File: config.mk
export PLATFORM = sky130hd
export DESIGN_NAME = cmd_dispatch
export DESIGN_NICKNAME = d
export VERILOG_FILES = /design/src/rtl/cmd_dispatch.sv
export SDC_FILE = /design/constraint.sdc
export NUM_CORES = 1
export LEC_CHECK = 0
export CORE_AREA = 2 2 108 120
export DETAILED_ROUTE_END_ITERATION = 16
export DIE_AREA = 0 0 110 122
export PLACE_DENSITY = 0.77
export SLEW_MARGIN = 10
export SYNTH_ARGS = -nofsm -noshare
export SYNTH_HDL_FRONTEND = slang
export SYNTH_SLANG_ARGS = --single-unit
File: constraint.sdc
create_clock -name clk -period 1.8 [get_ports clk]
set_input_delay 0.54 -clock clk [delete_from_list [all_inputs] [get_ports clk]]
set_output_delay 0.54 -clock clk [all_outputs]
set_load 0.01 [all_outputs]
File: src/rtl/cmd_dispatch.sv
// cmd_dispatch: sequences UART_wrapper commands against an 8x8 register file and an LED register
// Ports: clk, rst_n (async active-low); cmd_rdy/cmd in from the wrapper, clr_cmd_rdy acknowledges;
//        send_resp/resp launch a response byte, resp_sent closes it; LED register, busy, sticky err.
module cmd_dispatch #(
  parameter int TO_CYCLES = 100000,
  parameter logic [7:0] ACK = 8'hA5,
  parameter logic [7:0] NACK = 8'hEE
) (
  input  logic        clk,
  input  logic        rst_n,
  input  logic        cmd_rdy,
  input  logic [15:0] cmd,
  input  logic        resp_sent,
  output logic        clr_cmd_rdy,
  output logic        send_resp,
  output logic [7:0]  resp,
  output logic [7:0]  LED,
  output logic        busy,
  output logic        err
);
  localparam int CW = $clog2(TO_CYCLES + 1);
  typedef enum logic [1:0] {IDLE, EXEC, WAIT} state_t;
  state_t state_q, state_d;
  logic [15:0] cmd_q, cmd_d;
  logic [CW-1:0] cnt_q, cnt_d;
  logic [7:0] regs_q [8];
  logic [7:0] regs_d [8];
  logic clr_q, clr_d, send_q, send_d, busy_q, busy_d, err_q, err_d;
  logic [7:0] resp_q, resp_d, led_q, led_d;
  logic [3:0] op, addr;
  logic [7:0] data;
  logic ok;
  assign op = cmd_q[15:12];
  assign addr = cmd_q[11:8];
  assign data = cmd_q[7:0];
  assign ok = !addr[3];
  always_comb begin
    state_d = state_q;
    cmd_d = cmd_q;
    cnt_d = cnt_q;
    regs_d = regs_q;
    clr_d = 1'b0;
    send_d = 1'b0;
    resp_d = resp_q;
    led_d = led_q;
    err_d = err_q;
    case (state_q)
      // the wrapper may still show cmd_rdy on the edge after our clear
      IDLE: if (cmd_rdy && !clr_q) begin
        cmd_d = cmd;
        clr_d = 1'b1;
        state_d = EXEC;
      end
      EXEC: begin
        send_d = 1'b1;
        cnt_d = '0;
        state_d = WAIT;
        case (op)
          4'h1: begin
            if (ok) regs_d[addr[2:0]] = data;
            resp_d = ok ? ACK : NACK;
          end
          4'h2: resp_d = ok ? regs_q[addr[2:0]] : NACK;
          4'h3: begin
            led_d = data;
            resp_d = ACK;
          end
          4'h4: resp_d = data;
          default: resp_d = NACK;
        endcase
      end
      WAIT: begin
        cnt_d = cnt_q + CW'(1);
        // resp_sent wins over a coincident terminal count
        if (resp_sent) state_d = IDLE;
        else if (cnt_q == CW'(TO_CYCLES - 1)) begin
          err_d = 1'b1;
          state_d = IDLE;
        end
      end
      default: state_d = IDLE;
    endcase
    busy_d = state_d != IDLE;
  end
  always_ff @(posedge clk or negedge rst_n) begin
    if (!rst_n) begin
      state_q <= IDLE;
      cmd_q <= '0;
      cnt_q <= '0;
      for (int i = 0; i < 8; i++) regs_q[i] <= '0;
      clr_q <= 1'b0;
      send_q <= 1'b0;
      resp_q <= '0;
      led_q <= '0;
      busy_q <= 1'b0;
      err_q <= 1'b0;
    end else begin
      state_q <= state_d;
      cmd_q <= cmd_d;
      cnt_q <= cnt_d;
      regs_q <= regs_d;
      clr_q <= clr_d;
      send_q <= send_d;
      resp_q <= resp_d;
      led_q <= led_d;
      busy_q <= busy_d;
      err_q <= err_d;
    end
  end
  assign clr_cmd_rdy = clr_q;
  assign send_resp = send_q;
  assign resp = resp_q;
  assign LED = led_q;
  assign busy = busy_q;
  assign err = err_q;
endmodule

==> impl_metrics.csv, run 1 <==
group,metric,value,unit
timing,grt_setup_unrepaired,"true",
layout,drive_gt1_share,44.2,%
synthesis,synth_common_cells,"dfrtp_1, mux2_2, nor2_1, nand2_1, nor2b_1",
layout,multi_input_area,2700,um^2
flow_run,drv_cap,0,
worst_setup_path,critPathMaxStageDelay,390,ps
floorplan,initial_core_util,44.9,%
placement,gp_congestion,0.840,
clock_network,cts_tree,"built",
clock_network,cts_buffers,17,
timing,maxSlewHeadroom,69.0,%
synthesis,synth_top_cell_area_share,53.9,%
worst_setup_path,slowest_stage,"dfrtp_1",
worst_setup_path,reg2reg_from,"state_q[1]",
floorplan,fp.dieW,110,um
floorplan,pin_count,40,
routing,firstDrtPassIters,5,
synthesis,synth_top_area_cell,"dfrtp_1",
worst_setup_path,crit_fanout,5,
clock_network,clkLatencyLatePin,420,ps
status,violations,"negative setup slack",
synthesis,yosys.cell_types.count,51,
layout,seqCellArea,2980,um^2
grt,grt_first_pass_wirelength,21500,um
routing,drt_iter0_drc,377,
status,status,"complete, but fails checks",
clock_network,htree_num_levels,4,
synthesis,yosys_warnings,0,
routing,drt-total-wl,14300,um
placement,dpl.hpwl,8660,um
timing,post-route-min-period,1870,ps
synthesis,synth_area_leaders,"dfrtp_1, mux2_2, mux4_2",
worst_setup_path,start_kind,"flop",
synthesis,syn_avg_cell_area,13.0,um^2
layout,area_growth,33.2,%
power,powerDensity,1560,nW/um^2
clock_network,cts_sinks,119,
synthesis,async_flop_share,100,%
grt,grt_overflow,0,
layout,num-fill-cells,904,
worst_hold_path,holdCritPathClass,"in -> async",
grt,antenna_found_initial,0,
floorplan,std_cell_rows,43,
floorplan,coreArea,12300,um^2
timing,worst_slack,-70.7,ps
power,peakVddDrop,1.06,mV
routing,antenna_left,0,
routing,avgRoutedWirePerCell,21.2,um
synthesis,syn-num-nets,449,
clock_network,cts_root_buf,"clkbuf_16",
clock_network,cts_hold_buf,0,
worst_setup_path,critical_path_class,"reg -> reg",
floorplan,dieArea,13400,um^2
synthesis,ys_seq_area_share,53.9,%
synthesis,synthCells,424,
synthesis,yosysMostFrequentCell,"dfrtp_1",
timing,fmax,0.535,GHz
power,p_leak,3.41,nW
synthesis,synth-seq-cells,119,
grt,grt_max_degree,84,
synthesis,ys.flop_type,"dfrtp_1",
synthesis,synth_edf_count,0,
timing,worstMarginPinSlew,465,ps
routing,drc,0,
timing,skew,8.44,ps
worst_setup_path,worstPathArrival,2170,ps
floorplan,die_y,122,um
worst_setup_path,startpoint,"state_q[1]",
synthesis,netlist_area,5530,um^2
timing,hold_viol_final,0,
grt,track_usage,21.8,%
power,p_total,11.5,mW
layout,fin_nets,528,
routing,avgViaCountPerCell,5.73,
worst_setup_path,rr_endpoint,"regs_q[59]",
clock_network,clockBufferDepth,2,
worst_setup_path,required,2100,ps
worst_setup_path,ff2ff_setup_slack,-70,ps
placement,portBuffers,39,
worst_setup_path,path_cells,"inv_2 -> ha_4 -> and4bb_4 -> nand3b_4 -> nor3_4 -> buf_6 -> mux2_2",
grt,grt_pass1_vias,4044,
layout,design_area,7360,um^2
clock_network,clk_pin_slew,60,ps
worst_setup_path,reg2regPathDepth,7,
routing,vias,3857,
timing,period_share,104,%
timing,final_max_slew_viol_count,0,
worst_setup_path,critical_path.endpoint_type,"flop",
placement,placed_cell_area,6330,um^2
timing,setup_viol,26,
layout,antenna_cells,0,
metal layers:
| metal | up-vias | global-route usage [%] | part of all wire, % |
|---|---|---|---|
| met3 | 38 | 6.58 | 5.3 |
| met2 | 131 | 35.8 | 51 |
| met1 | 2002 | 26.0 | 40 |
| met4 | 0 | 10.3 | 3.1 |
| met5 | - | 0 | 0 |
| li1 | 1686 | - | - |
worst max-delay path, delay by kind of cell (launching register included):
kind	cells	cell delay [ps]
and+or+nand+nor	3	640
DFF	1	390
muxes	1	330
buffers and inverters	2	260
adders and majority gates	1	140
worst max path at each step:
stage            endpoint  slack, ps  depth (start not counted)
4_1_cts        regs_q[59]        -10                          7
6_report       regs_q[59]        -70                          7
3_5_place_dp   regs_q[29]       -110                          7
5_1_grt        regs_q[59]       -110                          7
3_3_place_gp   regs_q[29]        -80                          7
2_1_floorplan   cnt_q[15]        -30                          8
metrics by stage:
step                      hold slack, ps  util [%]  setup slack [ps]  setup TNS (ps)  cells
after floorplan                      244         -             -26.8            -455    424
after global placement               443      51.4             -79.3           -3050    632
after detailed placement             449      51.4              -110           -6160    632
after CTS                            183      57.8             -14.2           -66.6    670
after global routing                 179      59.8              -111           -2310    673
final                                139      59.8             -70.7            -635    673
cell usage in the layout (no fill, tap or decap), drive strengths merged, types with 3 or more instances in the layout:
cell / synthesis / final
nor2b: 13 / 13
nor2: 23 / 23
xnor2: 8 / 8
clkbuf: 11 / 22
bufinv: 0 / 4
o21a: 4 / 4
a221oi: 3 / 3
mux4: 10 / 10
a221o: 4 / 4
buf: 13 / 45
clkdlybuf4s50: 0 / 18
mux2: 102 / 102
nand3: 12 / 12
nor4: 5 / 5
dfrtp: 119 / 119
nor3: 9 / 9
o21ai: 12 / 12
clkinv: 0 / 3
nand2b: 3 / 3
mux2i: 3 / 3
o32a: 3 / 3
a21o: 4 / 4
clkinvlp: 0 / 3
ha: 5 / 5
dlygate4sd2: 0 / 20
a21oi: 8 / 8
nand2: 20 / 20
inv: 8 / 9
cell type report:
cell class / count / area share (%)
repair buffers: 84 / 11.1
clock buffers: 21 / 6.39
multi-input cells: 273 / 36.6
clock inverters: 11 / 2.31
flip-flops and latches: 119 / 40.5
well taps: 157 / 2.67
inverters: 8 / 0.408
power breakdown:
part           internal [mW]  switching [mW]
registers               3.33           0.772
logic                   2.02            1.71
clock network           2.43            1.23
total                   7.78            3.71
registers in the layout, summed over array words and instances, names as in the netlist, 2 cells and up:
name,count
LED,8
cmd_q,16
cnt_q,17
regs_q,64
resp,8
state_q,2
repair_timing:
item,4_1_cts,5_1_grt
gates cloned,0,1
buffers inserted,6,2
pin swaps,2,1
resized for setup,48,52
endpoints found under the setup margin,102,55
cells by family (layout without fill, tap and decap cells):
| group | count (synthesis) | count (layout) | synth area share [%] |
|---|---|---|---|
| compound gates | 43 | 43 | 5.36 |
| xor+xnor | 8 | 8 | 1.27 |
| fa+ha+maj | 5 | 5 | 1.13 |
| buf+inv | 32 | 124 | 2.56 |
| flops | 119 | 119 | 53.9 |
| mux | 115 | 115 | 25.4 |
| simple gates | 102 | 102 | 10.4 |
Note: power is estimated with default switching activity, not from simulation.
==> inputs of run 2 (changes only) <==
--- a/config.mk
+++ b/config.mk
@@ -5,10 +5,10 @@
 export SDC_FILE = /design/constraint.sdc
 export NUM_CORES = 1
 export LEC_CHECK = 0
-export CORE_AREA = 2 2 108 120
+export CORE_AREA = 8 8 114 126
 export DETAILED_ROUTE_END_ITERATION = 16
-export DIE_AREA = 0 0 110 122
-export PLACE_DENSITY = 0.77
+export DIE_AREA = 0 0 122 134
+export PLACE_DENSITY = 0.68
 export SLEW_MARGIN = 10
 export SYNTH_ARGS = -nofsm -noshare
 export SYNTH_HDL_FRONTEND = slang
==> run 2 against run 1 <==
Effect of this change:
- the run still ends with negative setup slack left
- combinational power barely moved
- non-clock buffer count rose by 7
- final cell count rose by 1.0%
- total power fell by 3.3%
- clock skew rose by 1.6 ps
- largest power group unchanged
==> impl_metrics.csv, run 2 (synthesis gave the netlist of run 1 again) <==
group,metric,value,unit
floorplan,std_cell_rows,43,
worst_setup_path,slowest_stage,"dfrtp_1",
timing,post-route-min-period,1900,ps
floorplan,initial_core_util,44.9,%
placement,dpl.hpwl,9270,um
flow_run,drv_cap,0,
worst_setup_path,cp_num_buf_inv,2,
power,intPower,7.56,mW
layout,fin_nets,535,
worst_setup_path,critPathMaxStageDelay,380,ps
worst_hold_path,holdPathStages,1,
worst_setup_path,required,2100,ps
worst_setup_path,crit_fanout,4,
layout,mostFrequentLayoutCells,"dfrtp_1, mux2_2, mux2_4, buf_4",
worst_setup_path,critical_path_class,"reg -> reg",
worst_setup_path,cp.depth,7,
routing,firstDrtPassIters,5,
layout,fin_cells,680,
timing,skew,10.0,ps
placement,dp.cells,639,
power,p_leak,3.50,nW
grt,grt_pass1_vias,4060,
grt,antenna_found_initial,0,
layout,antenna_cells,0,
clock_network,htree_num_levels,4,
placement,portBuffers,39,
clock_network,cts_buffers,17,
placement,placed_cell_area,6420,um^2
worst_setup_path,start_kind,"flop",
routing,top_layer_used,"met4",
clock_network,clk_pin_slew,50,ps
floorplan,dieArea,16300,um^2
worst_setup_path,reg2reg_from,"state_q[1]",
floorplan,coreArea,12300,um^2
grt,track_usage,17.6,%
clock_network,clkLatencyLatePin,420,ps
timing,whs,477,ps
timing,maxSlewHeadroom,61.6,%
layout,largest-register,"regs_q",
power,switching_share,32.0,%
clock_network,clockBufferDepth,2,
clock_network,cts_tree,"built",
placement,gp_congestion,0.840,
layout,final_common_cell,"dfrtp_1",
worst_setup_path,path_delay_family,"simple AND/OR/NAND/NOR gates",
power,switchingPower,3.55,mW
power,power_frac_seq,36.4,%
floorplan,pin_count,40,
layout,num-fill-cells,910,
worst_setup_path,critical_path.endpoint_type,"flop",
layout,drive_gt1_share,44.6,%
timing,hold_viol_final,0,
clock_network,cts_root_buf,"clkbuf_16",
routing,vias,3890,
worst_setup_path,reg2regPathDepth,7,
routing,wl_met2,7120,um
grt,grt_max_degree,31,
power,powerDensity,1490,nW/um^2
worst_setup_path,worstPathArrival,2200,ps
layout,seqCellArea,2980,um^2
timing,worstMarginPinSlew,574,ps
worst_hold_path,holdCritPathClass,"reg -> reg",
floorplan,fp.dieW,122,um
layout,multi_input_area,2740,um^2
timing,grt_setup_unrepaired,"true",
timing,setup_viol,31,
routing,met1_length,6170,um
routing,antenna_left,0,
worst_setup_path,startpoint,"state_q[1]",
power,p_comb_share,33.6,%
routing,drt_iter0_drc,272,
worst_hold_path,min_from,"err",
status,status,"complete, but fails checks",
floorplan,die_y,134,um
routing,avgViaCountPerCell,5.72,
routing,drt-total-wl,14200,um
timing,final_max_slew_viol_count,0,
power,peakVddDrop,0.953,mV
worst_setup_path,path_cells,"inv_2 -> ha_4 -> and4bb_2 -> nand3b_4 -> nor2_4 -> buf_6 -> mux2_4",
layout,largestRegisters,"regs_q x64, cnt_q x17, cmd_q x16",
layout,largest_reg_flops,64,
layout,finish.utilization,60.5,%
status,violations,"negative setup slack",
power,p_clk_share,30.1,%
routing,drc,0,
grt,grt_first_pass_wirelength,21900,um
timing,worst_slack,-99.9,ps
grt,grt_overflow,0,
timing,fmax,0.526,GHz
layout,area_growth,34.7,%
routing,avgRoutedWirePerCell,20.9,um
timing,period_share,106,%
clock_network,cts_sinks,119,
layout,design_area,7450,um^2
routing,wl_met3,568,um
==> run 2: changes by cell type in the layout (fill, tap and decap cells not counted), moves of 3 or more <==
cell / change
a221oi_1: +3
clkinv_2: +4
o21ai_0: +4
buf_12: +3
nor2_2: -3
a221oi_2: -3
o21ai_1: -4
==> run 2: final timing paths <==
path,end,slack [ps]
worst max-delay path,regs_q[14],-100
worst min-delay path,err,480
worst max register to register,regs_q[14],-100
worst min register to register,err,480
max in group asynchronous,regs_q[63],720
min in group asynchronous,resp[4],540
==> run 2: routing by layer <==
layer | up-vias | global-route usage, %
met5 | - | 0
li1 | 1708 | -
met3 | 27 | 4.25
met4 | 0 | 8.85
met1 | 2055 | 21.1
met2 | 100 | 28.9
==> run 2: layout make-up <==
type | count | share of cell area, %
Timing Repair Buffer | 91 | 12.3
Multi-Input combinational cell | 273 | 36.8
Tap cell | 157 | 2.64
Clock inverter | 9 | 1.31
Inverter | 8 | 0.403
Clock buffer | 23 | 6.55
Sequential cell | 119 | 40.0
==> run 2: worst register-to-register path: stages, from the launching register on <==
cell	delay, ps
dfrtp_1	380
inv_2	80
ha_4	130
and4bb_2	280
nand3b_4	160
nor2_4	290
buf_6	170
mux2_4	300
==> run 2: repair_timing <==
action / 4_1_cts / 5_1_grt
buffers inserted: 0 / 7
hold endpoints to repair: 12 / 0
gates resized for setup: 39 / 65
pin swaps: 1 / 3
setup endpoints to repair: 90 / 107
cloned: 0 / 1
hold buffers: 1 / 0
==> run 2: through the flow <==
| step | setup slack (ps) | setup TNS [ps] | total power, mW |
|---|---|---|---|
| floorplan | -26.8 | -455 | 5.85 |
| global route | -130 | -3710 | 11.6 |
| global placement | -205 | -4260 | 7.23 |
| CTS | -106 | -2320 | 10.7 |
| finish | -99.9 | -1460 | 11.1 |
| detailed placement | -253 | -6590 | 7.35 |
==> run 2: power by group through the flow <==
stage	logic (mW)	registers [mW]	clock network (mW)
after detailed placement	3.31	4.04	0
after floorplan	2.13	3.73	0
after CTS	3.29	4.00	3.38
after global routing	3.99	4.13	3.52
after global placement	3.23	4.00	0
final	3.73	4.04	3.34
